[config.mk]
export PLATFORM = sky130hd
export DESIGN_NAME = corrector_error_flat
export DESIGN_NICKNAME = d
export VERILOG_FILES = /design/src/rtl/corrector_error_if.sv /design/src/rtl/corrector_error.sv /design/src/flat_wrapper.sv
export SDC_FILE = /design/constraint.sdc
export NUM_CORES = 1
export LEC_CHECK = 0
export CORE_UTILIZATION = 39
export DETAILED_ROUTE_END_ITERATION = 16
export PLACE_DENSITY = 0.78
export SYNTH_ARGS = -nofsm -noshare
export SYNTH_HDL_FRONTEND = slang
export SYNTH_SLANG_ARGS = --single-unit
export TNS_END_PERCENT = 10
[constraint.sdc]
create_clock -name clk -period 0.8 [get_ports clk]
set_clock_uncertainty 0.05 [all_clocks]
set_input_delay 0.08 -clock clk [delete_from_list [all_inputs] [get_ports clk]]
set_output_delay 0.08 -clock clk [all_outputs]
set_load 0.01 [all_outputs]
[src/rtl/corrector_error_if.sv]
// Bundles the corrector's input word/syndrome/valid and its registered results.
interface corrector_error_if;
  logic       valid_in;
  logic [2:0] sindrome;
  logic [7:0] datos_recibidos;
  logic       paridad_global;
  logic [7:0] datos_corregidos;
  logic [3:0] datos_nibble;
  logic       valid_out;
  logic       err_none;
  logic       err_single;
  logic       err_double;

  modport master (
    output valid_in, sindrome, datos_recibidos, paridad_global,
    input  datos_corregidos, datos_nibble, valid_out, err_none, err_single, err_double
  );

  modport slave (
    input  valid_in, sindrome, datos_recibidos, paridad_global,
    output datos_corregidos, datos_nibble, valid_out, err_none, err_single, err_double
  );
endinterface

[src/rtl/corrector_error.sv]
// SECDED Hamming(7,4)+p0 corrector: applies the detector's verdict to the received
// word and registers the corrected codeword, data nibble and error class.
module corrector_error (
  input  logic               clk,
  input  logic               rst,
  corrector_error_if.slave   bus
);

  logic [7:0] fixed;
  logic [7:0] flip_mask;
  logic [3:0] nibble;
  logic       is_none;
  logic       is_single;
  logic       is_double;

  // Syndrome 1..7 points at bit s-1; syndrome 0 with a parity mismatch means p0 (bit 7).
  always_comb begin
    flip_mask = 8'h00;
    is_none   = 1'b0;
    is_single = 1'b0;
    is_double = 1'b0;
    if (bus.paridad_global) begin
      is_single = 1'b1;
      if (bus.sindrome == 3'd0)
        flip_mask = 8'h80;
      else
        flip_mask = 8'h01 << (bus.sindrome - 3'd1);
    end else if (bus.sindrome == 3'd0) begin
      is_none = 1'b1;
    end else begin
      is_double = 1'b1;
    end
    fixed  = bus.datos_recibidos ^ flip_mask;
    nibble = {fixed[6], fixed[5], fixed[4], fixed[2]};
  end

  always_ff @(posedge clk or posedge rst) begin
    if (rst) begin
      bus.datos_corregidos <= 8'h00;
      bus.datos_nibble     <= 4'h0;
      bus.valid_out        <= 1'b0;
      bus.err_none         <= 1'b0;
      bus.err_single       <= 1'b0;
      bus.err_double       <= 1'b0;
    end else if (bus.valid_in) begin
      bus.datos_corregidos <= fixed;
      bus.datos_nibble     <= nibble;
      bus.valid_out        <= 1'b1;
      bus.err_none         <= is_none;
      bus.err_single       <= is_single;
      bus.err_double       <= is_double;
    end else begin
      // Data holds its last value while idle; only the qualifiers drop.
      bus.valid_out  <= 1'b0;
      bus.err_none   <= 1'b0;
      bus.err_single <= 1'b0;
      bus.err_double <= 1'b0;
    end
  end

endmodule

[src/flat_wrapper.sv]
// flat-port wrapper written by rule: the top's interface ports become plain ports
module corrector_error_flat 
  (clk, rst, bus_valid_in, bus_sindrome, bus_datos_recibidos, bus_paridad_global, bus_datos_corregidos, bus_datos_nibble, bus_valid_out, bus_err_none, bus_err_single, bus_err_double);
  corrector_error_if bus_i ();
  input  logic clk;
  input  logic rst;
  input wire logic [$bits(bus_i.valid_in)-1:0] bus_valid_in;
  input wire logic [$bits(bus_i.sindrome)-1:0] bus_sindrome;
  input wire logic [$bits(bus_i.datos_recibidos)-1:0] bus_datos_recibidos;
  input wire logic [$bits(bus_i.paridad_global)-1:0] bus_paridad_global;
  output wire logic [$bits(bus_i.datos_corregidos)-1:0] bus_datos_corregidos;
  output wire logic [$bits(bus_i.datos_nibble)-1:0] bus_datos_nibble;
  output wire logic [$bits(bus_i.valid_out)-1:0] bus_valid_out;
  output wire logic [$bits(bus_i.err_none)-1:0] bus_err_none;
  output wire logic [$bits(bus_i.err_single)-1:0] bus_err_single;
  output wire logic [$bits(bus_i.err_double)-1:0] bus_err_double;
  assign bus_i.valid_in = bus_valid_in;
  assign bus_i.sindrome = bus_sindrome;
  assign bus_i.datos_recibidos = bus_datos_recibidos;
  assign bus_i.paridad_global = bus_paridad_global;
  assign bus_datos_corregidos = bus_i.datos_corregidos;
  assign bus_datos_nibble = bus_i.datos_nibble;
  assign bus_valid_out = bus_i.valid_out;
  assign bus_err_none = bus_i.err_none;
  assign bus_err_single = bus_i.err_single;
  assign bus_err_double = bus_i.err_double;
  corrector_error u_core (.clk(clk), .rst(rst), .bus(bus_i));
endmodule
==> metrics <==
CP endpoint kind=primary output; TritonCTS clock tree=yes; Worst Path Max Fanout=3; # hold bufs at CTS=0; post-synth cell types=18; Final WS setup=-0.128 ns; CTS Buffer Depth=2; Worst-path clk slew=0.07 ns; Antenna diodes=0; VDD IR max=0.000857 V; final worst-path cycle share=116%; failing checks=negative setup slack; CP Data Required Time=0.67 ns; post-route ant nets=0; Synthesized Nets=75; GRT overflow=0; layout net count=113; Least-Margin Pin Slew=0.258 ns; Mapped Area=641 sq um; P_leak=0.426 nW; Vias=541; pin count of the biggest net entering global routing=13; # IOs=31; DRC violation count after routing=0; Fmax=1080 MHz; Multi-input gate area=288 sq um; CTS root buffer=clkbuf_4; Max H-tree Level=1; average cell area after synthesis=10.7 sq um; Hold Crit Class=primary input to asynchronous set/reset pin; share of cells above drive strength 1=47.9%; die height=42.5 um; Buf+Inv Stages, Crit Path=1; GRT Resource Usage Total=15.8%; post-DP HPWL=939 um; num rows=14; Initial DRT Pass Iterations=3; Register Area=300 sq um; Iter 0 DRT Violations=3; sequential-to-total area share from yosys stat=46.9%; WL/cell=11.3 um; vias in the first global route=473; Slowest-stage cell, CP=dfrtp_1; final-layout fill cell count=134; power per standard cell area=1510 nW/um^2; Final Total Pwr=1.46 mW; Setup violations, final=16; IO buf count=30; commonest cells after routing, fill and taps aside=buf_2 (16), buf_4 (12), dfrtp_1 (12); Num CTS Buffers=3; Clk Latency, worst-skew pair=0.26 ns; Max Cap Viol=0; setup TNS after final layout=-1.77 ns; CP peak stage delay=0.39 ns; Core Area=1520 sq um; Synthesis Warnings=0; Max Slew Vio Count=0; Max-slew headroom=82.8%; unrepaired setup endpoints after global routing=true; commonest non-fill, non-tap cell in the layout=buf_2; critical setup path kind=flop to primary output; CP top delay family=flip-flops; Die ar.=1810 sq um; startpoint class of the critical path=flop; Mapped Cells=60; die width=42.5 um; critical path arrival=0.80 ns; final weighted congestion in routability-driven placement=0.662; Final Hold Fails=0; final WL=1.27 mm; status=complete, but fails checks; worst hold margin=0.0801 ns; antenna violations before repair=0; first-pass GRT wire length=2.08 mm; CTS sink cnt=12; time the worst path needs with I/O delays and setup=0.928 ns; CP cell instances=buf_2; P&R area growth vs syn=50.2%; post-DR vias/cell=4.83; initial core utilization=42.0%; #FFs+latches synth=12
[registers in the layout, indices dropped and copies added, names as in the netlist]
| signal | flops |
|---|---|
| u_core.bus.err_none | 1 |
| u_core.bus.err_double | 1 |
| u_core.bus.datos_corregidos | 5 |
| u_core.bus.valid_out | 1 |
| u_core.bus.datos_nibble | 3 |
| u_core.bus.err_single | 1 |
[stage by stage]
| step | cells | util (%) | instance area [sq um] | setup WS, ns |
|---|---|---|---|---|
| 6_report | 112 | 63.1 | 962 | -0.128 |
| 5_1_grt | 112 | 63.1 | 962 | -0.184 |
| 4_1_cts | 112 | 61.7 | 940 | -0.151 |
| 3_5_place_dp | 107 | 64.4 | 981 | -0.644 |
| 3_3_place_gp | 107 | 64.4 | 981 | -0.587 |
| 2_1_floorplan | 60 | - | 648 | -0.0309 |
[metal layers]
| metal | wire length [um] | global-route usage (%) | vias up |
|---|---|---|---|
| met5 | 0 | 0 | - |
| met4 | 0 | 9.38 | 0 |
| met3 | 79 | 2.59 | 0 |
| met2 | 662 | 25.5 | 19 |
| met1 | 528 | 19.6 | 252 |
| li1 | - | - | 270 |
[path summary, 6_finish.rpt]
path	cells after the start	end	start	slack, ns
max	1	bus_datos_corregidos[5]	u_core.bus.datos_nibble[2]	-0.13
min	3	u_core.bus.datos_nibble[2]	rst	0.08
max reg2reg	3	u_core.bus.datos_nibble[0]	u_core.bus.datos_nibble[0]	0
min reg2reg	2	u_core.bus.datos_corregidos[7]	u_core.bus.datos_corregidos[7]	0.48
max in group asynchronous	3	u_core.bus.datos_nibble[1]	rst	0.51
min in group clk	2	u_core.bus.err_single	bus_paridad_global	0.11
[synthesized netlist by cell type, drive strengths merged]
cell type / instances / area share, %
inv: 1 / 0.59
buf: 9 / 11
and2: 1 / 0.98
nand4b: 3 / 4.1
nand2b: 1 / 0.98
and4bb: 3 / 5.9
clkbuf: 1 / 0.78
dfrtp: 12 / 47
nand4: 1 / 0.98
a21oi: 8 / 6.3
xnor2: 4 / 5.5
nor4: 1 / 0.98
xor2: 4 / 5.5
nor4b: 1 / 3.7
nor3: 1 / 0.78
nor2: 9 / 5.3
[final cells by class]
| cell class | instances | share of cell area, % |
|---|---|---|
| multi-input cells | 37 | 29.9 |
| flip-flops and latches | 12 | 31.2 |
| well taps | 16 | 2.08 |
| repair buffers | 43 | 34.1 |
| clock buffers | 3 | 2.34 |
| inverters | 1 | 0.390 |
[cell families (layout without fill, tap and decap cells)]
family	Yosys count	after routing	share of synthesized area [%]
simple gates	21	21	23.6
buf+inv	11	47	12.3
xor+xnor	8	8	10.9
compound gates	8	8	6.25
flops	12	12	46.9
[power by group]
| group | total [mW] | internal (mW) | switching [mW] |
|---|---|---|---|
| Clock | 0.360 | 0.174 | 0.186 |
| Sequential | 0.682 | 0.657 | 0.0251 |
| Combinational | 0.413 | 0.227 | 0.186 |
| Total | 1.46 | 1.06 | 0.397 |
[repair_timing]
action / 4_1_cts / 5_1_grt
resized for setup: 75 / 10
cloned: 0 / 0
pin swaps: 0 / 0
buffers inserted: 2 / 0
endpoints found under the setup margin: 26 / 24
No activity file was read; power rests on OpenSTA's default activity.
